File: src/rtl/mem_ctrl.sv
// rtl/mem_ctrl.sv - byte-wide RAM arbiter between IF (read) and MEM (load/store)
//
// Purpose: grants one single-port byte RAM to IF or MEM with a zero-cycle grant,
//   locks the winner until it drops its request, and returns read bytes one
//   cycle after the address on a shared data bus.
// Ports:
//   clk, rst            clock, synchronous active-high reset
//   if_request/if_addr  IF read request and byte address
//   mem_request         00 none, 01 load, 10 store, 11 treated as none
//   mem_addr            MEM byte address
//   mem_ctrl_data_i     MEM store byte
//   if_or_mem           current owner: 00 none, 01 IF, 10 MEM
//   mem_ctrl_data_o     read byte for the address presented last cycle
//   ram_din             RAM read data (1-cycle latency)
//   ram_a/ram_dout      RAM address and write data
//   ram_wr              RAM write strobe
module mem_ctrl #(
  parameter int ADDR_W = 17
) (
  input  logic              clk,
  input  logic              rst,
  input  logic              if_request,
  input  logic [31:0]       if_addr,
  input  logic [1:0]        mem_request,
  input  logic [31:0]       mem_addr,
  input  logic [7:0]        mem_ctrl_data_i,
  output logic [1:0]        if_or_mem,
  output logic [7:0]        mem_ctrl_data_o,
  input  logic [7:0]        ram_din,
  output logic [ADDR_W-1:0] ram_a,
  output logic [7:0]        ram_dout,
  output logic              ram_wr
);

  typedef enum logic [1:0] {
    IDLE     = 2'b00,
    LOCK_IF  = 2'b01,
    LOCK_MEM = 2'b10
  } lock_e;

  localparam logic [1:0] OWN_NONE = 2'b00;
  localparam logic [1:0] OWN_IF   = 2'b01;
  localparam logic [1:0] OWN_MEM  = 2'b10;

  lock_e             lock_q, lock_d;
  logic              rd_pend_q, rd_pend_d;
  logic [ADDR_W-1:0] ram_a_q, ram_a_d;

  logic [1:0] owner;
  logic       mem_ld, mem_st, mem_req;

  // Address bits above the RAM width are intentionally dropped.
  logic addr_hi_unused;
  assign addr_hi_unused = ^{if_addr[31:ADDR_W], mem_addr[31:ADDR_W]};

  always_comb begin
    mem_ld  = (mem_request == 2'b01);
    mem_st  = (mem_request == 2'b10);
    mem_req = mem_ld | mem_st;

    owner  = OWN_NONE;
    lock_d = lock_q;

    // Owner is decided combinationally so the winner's first address reaches
    // the RAM in the very cycle the request appears. A locked owner that drops
    // its request yields a cycle with no owner while the lock returns to IDLE.
    case (lock_q)
      IDLE: begin
        if (mem_req) begin
          owner  = OWN_MEM;
          lock_d = LOCK_MEM;
        end else if (if_request) begin
          owner  = OWN_IF;
          lock_d = LOCK_IF;
        end
      end
      LOCK_IF: begin
        if (if_request) owner  = OWN_IF;
        else            lock_d = IDLE;
      end
      LOCK_MEM: begin
        if (mem_req) owner  = OWN_MEM;
        else         lock_d = IDLE;
      end
      default: lock_d = IDLE;
    endcase

    // Reset forces reset-valued outputs even in the cycle reset is sampled.
    if (rst) owner = OWN_NONE;

    // With no owner the RAM address holds so the RAM sees no spurious change.
    case (owner)
      OWN_IF:  ram_a_d = if_addr[ADDR_W-1:0];
      OWN_MEM: ram_a_d = mem_addr[ADDR_W-1:0];
      default: ram_a_d = ram_a_q;
    endcase
    if (rst) ram_a_d = '0;

    ram_wr   = (owner == OWN_MEM) && mem_st;
    ram_dout = ram_wr ? mem_ctrl_data_i : 8'h00;

    rd_pend_d = (owner == OWN_IF) || ((owner == OWN_MEM) && mem_ld);
  end

  assign if_or_mem       = owner;
  assign ram_a           = ram_a_d;
  // rd_pend covers the release cycle, so the final byte of a burst still returns.
  assign mem_ctrl_data_o = (rd_pend_q && !rst) ? ram_din : 8'h00;

  always_ff @(posedge clk) begin
    if (rst) begin
      lock_q    <= IDLE;
      rd_pend_q <= 1'b0;
      ram_a_q   <= '0;
    end else begin
      lock_q    <= lock_d;
      rd_pend_q <= rd_pend_d;
      ram_a_q   <= ram_a_d;
    end
  end

endmodule

File: config.mk
export PLATFORM = sky130hd
export DESIGN_NAME = mem_ctrl
export DESIGN_NICKNAME = d
export VERILOG_FILES = /design/src/rtl/mem_ctrl.sv
export SDC_FILE = /design/constraint.sdc
export NUM_CORES = 1
export LEC_CHECK = 0
export ABC_AREA = 1
export CAP_MARGIN = 20
export CORE_ASPECT_RATIO = 2
export CORE_MARGIN = 2
export CORE_UTILIZATION = 33
export DETAILED_ROUTE_END_ITERATION = 12
export PLACE_DENSITY = 0.86
export SYNTH_ARGS = -nofsm -noshare
export SYNTH_HDL_FRONTEND = slang
export SYNTH_SLANG_ARGS = --single-unit
File: constraint.sdc
create_clock -name clk -period 6.29 [get_ports clk]
set_input_delay 1.258 -clock clk [delete_from_list [all_inputs] [get_ports clk]]
set_output_delay 1.258 -clock clk [all_outputs]
set_load 0.005 [all_outputs]
# == Yosys cells after proc, flatten, opt, wreduce, memory -nomap -nowiden ==
# Cells that the tools add are included.
# W data, S select, Z words.
# totals
reg_bits,20
out_inout_bits,36
input_bits,85
# op_classes
bitwise_logic,1
n_eq_ne,9
muxes,14
n_reduce_logical,7
# op_table
operator,count
$pmux W17 S2,1
$mux W17,1
$mux W8,2
$mux W2,7
$pmux W2 S3,2
$eq A2 B1 Y1 const B,3
$eq A2 B2 Y1 const B,3
$ne A2 B2 Y1 const B,2
$logic_and A1 B1 Y1,3
$ne A3 B3 Y1 const B,1
$reduce_and A3 Y1,1
$logic_not A2 Y1,1
$logic_not A1 Y1,1
$logic_or A1 B1 Y1,1
$mux W1,1
$or A1 B1 Y1,1

# == Depth between registers and ports, before layout ==
# depth
depth_word,8
mapped_depth,12
depth_no_buf,10

# == Worst setup path before layout ==
# No wires, ideal clock.
# synth_path
kind,in2out
from,input port mem_request[0]
to,output port ram_a[6]
setup_slack_ns,2.409
path_stages,11
arrival_ns,2.623
required_ns,5.032
path_cell_list,inv_1 ha_1 nor2_1 nand2_1 inv_1 ha_1 inv_2 buf_4 nand2_1 nor2_1 nor2_1
# synth_via
elab_chain_len,8
elab_cells_between_ends,11
classes_between,eq/ne (4); mux (6); bitwise (1)
# synth_lines
element,line,text
"start, declared",24,"input logic [1:0] mem_request,"
$eq A2 B1 Y1 / $eq A2 B2 Y1 (equally long branches),"57, 58",
$or A1 B1 Y1 (*),59,mem_req = mem_ld | mem_st;
$mux W2 (on tied branches),"82, 69",
$pmux W2 S3 (*),67,case (lock_q)
$mux W2 (*),89,if (rst) owner = OWN_NONE;
via if_or_mem[1],27,"output logic [1:0] if_or_mem,"
$eq A2 B2 Y1 / $eq A2 B1 Y1 (equally long branches),92,case (owner)
$pmux W17 S2 (*),92,
$mux W17 (*),97,if (rst) ram_a_d = '0;
"end, declared",30,"output logic [ADDR_W-1:0] ram_a,"
# Mark *: on every way through the listed nets, which the timed path passes. The rest lies on a longest branch.

# == Worst setup path in the final report ==
# layout_path
from,input port mem_request[0]
to,output port ram_dout[7]
# layout_via
elab_chain_len,8
elab_cells_between_ends,10
classes_between,eq/ne (3); mux (5); bitwise (1); reduce/logical (1)
# layout_lines
element,line,text
$eq A2 B1 Y1 / $eq A2 B2 Y1 (equally long branches),"57, 58",
$or A1 B1 Y1,59,
$mux W2 (on tied branches),"69, 82",
$pmux W2 S3,67,
$mux W2,89,
$eq A2 B2 Y1,99,ram_wr = (owner == OWN_MEM) && mem_st;
$logic_and A1 B1 Y1 (*),99,
$mux W8 (*),100,ram_dout = ram_wr ? mem_ctrl_data_i : 8'h00;
"end, declared",31,"output logic [7:0] ram_dout,"
# Mark *: on every way between the ends. The rest lies on a longest branch, timed or not.

==> out/qor.yml <==
synth_fp_nets: 308
clock_latency_ns: 0.26
ir_drop_v: 0.000220
fill_cells: 365
crit_buf_inv: 4
wirelength_um: 3730
hp-class: "reg2reg"
p_leak_nw: 1.12
syn_area_per_cell_um2: 5.98
dieArea_um2: 4520
relSlewSlack: 0.499
fp.dieH_um: 93.1
crit_family: "buffers and inverters"
grt_max_degree: 35
grt_usage: 0.163
htree_levels: 1
yosysWarningCount: 0
cts_buffer_depth: 2
ys_ff_latch: 20
r2r_end: "ram_a_q[5]$_SDFF_PP0_"
finClkSkew_ns: 0.00837
fin_crit_ns: 5.36
final_cell_area_um2: 2250
cts_buffers: 3
dpl.hpwl_um: 2960
syn_area_um2: 1310
synth-seq-area-share: 0.306
tritoncts: "yes"
start_kind: "input pin"
end_kind: "output pin"
nets: 394
ioPinCount: 121
grt_pass1_vias: 1342
hold_depth: 2
rsz0062_at_grt: "no"
crit_fanout: 19
firstDrtPassIters: 4
synthDistinctLibCells: 16
synthTopCellsByArea: "dfxtp_1, nor2_1, nand2_1, inv_1, nor2_2"
period_share: 0.852
postCtsHoldBufs: 0
worstSetupPathType: "in2out"
syn2layout_area_growth_pct: 71.6
drt_iter0_markers: 17
n_antenna_cell: 0
p_total_mw: 0.412
clk_pin_slew_ns: 0.07
viasPerCell: 4.24
antenna_found_initial: 0
synth_xor_area_frac: 0
critical_path.cell_chain: "clkdlybuf4s50_1 -> inv_1 -> ha_1 -> nor2_1 -> nand2_1 -> inv_1 -> ha_1 -> nand2_2 -> nor2_1 -> clkdlybuf4s50_1"
cts_resized: 0
fmax_ghz: 0.187
post_cts_buffers: 0
fp.dieW_um: 48.5
powerDensity_nw_per_um2: 184
core_area_um2: 3840
grt_pass1_wl_um: 5860
rrSetupSlack_ns: 4.50
num_vias: 1504
yosys.area.top_type: "dfxtp_1"
reg2reg_from: "lock_q[1]$_SDFFE_PP0P_"
worst-slew-pin-transition_ns: 0.752
slowest_stage: "ha_1"
place_area_um2: 2170
syn-instance-count: 219
synthMuxAreaShare: 0
drive_above_1_share: 0.0658
final_cell_mix: "clkdlybuf4s50_1, nor2_1, nand2_1"
synthSimpleGateAreaFrac: 0.391
reg2reg_depth: 9
status: "complete, no violations"
whs_endpoint: "lock_q[0]$_SDFFE_PP0P_"
gp_congestion: 0.799
crit_arrival_ns: 4.10
max-cap-violations: 0
final_common_cell: "clkdlybuf4s50_1"
drcViolationCount: 0
synth_fa_ha_area_frac: 0.0382
slew_violations: 0
synth_top_family_by_area: "simple AND/OR/NAND/NOR gates"
hold_viol_final: 0
synth_compound_area_frac: 0.0688
overflow: 0
critical_path_required_ns: 5.03
fin_tns_setup_ns: 0
min-delay-start: "lock_q[0]$_SDFFE_PP0P_"
ant_nets: 0
initial_core_util: 0.340
netlist.area_leader.share: 0.306
rows: 32
wl_per_cell_um: 10.5
setup_viol: 0
numPortBuffers: 90
cts_sinks: 20
slowest_delay_ns: 0.65
cts_root_buffer: "clkbuf_8"
## through the flow
stage | utilization | std cells | setup WS (ns) | hold WS (ns)
4_1_cts | 0.584 | 355 | 0.850 | 0.500
2_1_floorplan | - | 219 | 2.41 | 0.461
3_3_place_gp | 0.566 | 351 | 0.937 | 0.474
3_5_place_dp | 0.566 | 351 | 0.860 | 0.483
6_report | 0.584 | 355 | 0.928 | 0.497
5_1_grt | 0.584 | 355 | 0.609 | 0.528
## Yosys cell counts
cell type and count:
nor2_1 61, nand2_1 49, inv_1 41, dfxtp_1 20, o21ai_0 11, nor2_2 10, o21ai_1 6, buf_6 5
nand2_2 5, ha_1 4, buf_4 2, a21oi_1 1, buf_12 1, clkbuf_4 1, inv_2 1, nand3_1 1
## registers in the layout (all words and copies together), names as in the netlist
name	cells
ram_a_q	17
rd_pend_q	1
lock_q	2
## worst max-delay path by stage
stage	start	end	depth (start not counted)
global placement	rst	ram_a[12]	10
CTS	mem_request[0]	ram_dout[7]	10
floorplan	mem_request[0]	ram_a[6]	11
global route	rst	ram_a[15]	10
detailed placement	mem_request[0]	ram_dout[7]	10
finish	mem_request[0]	ram_dout[7]	10
## logic make-up (layout without fill, tap and decap cells)
| logic type | Yosys count | in the layout |
|---|---|---|
| fa+ha+maj | 4 | 4 |
| buf+inv | 51 | 136 |
| compound gates | 18 | 18 |
| simple gates | 126 | 126 |
| flops | 20 | 20 |
## where the power goes
group / total, mW / internal [mW] / switching, mW
clock: 0.128 / 0.0849 / 0.0430
sequential: 0.144 / 0.141 / 0.00313
combinational: 0.140 / 0.0776 / 0.0627
## worst reg2reg max path, delay by kind of cell (launching register included)
kind          cells  cell delay [ns]
fa+ha+maj         1             0.30
flops             1             0.30
buf+inv           3             0.48
simple gates      5             0.61
## layout make-up
| type | count | area (µm²) | share of cell area |
|---|---|---|---|
| repair buffers | 90 | 901 | 0.401 |
| clock buffers | 3 | 41.3 | 0.0184 |
| flip-flops and latches | 20 | 400 | 0.178 |
| inverters | 42 | 158 | 0.0702 |
| clock inverters | 1 | 30.0 | 0.0134 |
| well taps | 51 | 63.8 | 0.0284 |
| multi-input cells | 148 | 652 | 0.290 |
## layer usage
metal	share of wire	vias up	global-route usage	wire, µm
met5	0	-	0	0
met4	0.026	0	0.0786	98
met3	0.046	6	0.0224	170
met2	0.54	54	0.318	2020
met1	0.39	645	0.166	1440
li1	-	799	-	-
Note: power is estimated with default switching activity, not from simulation.
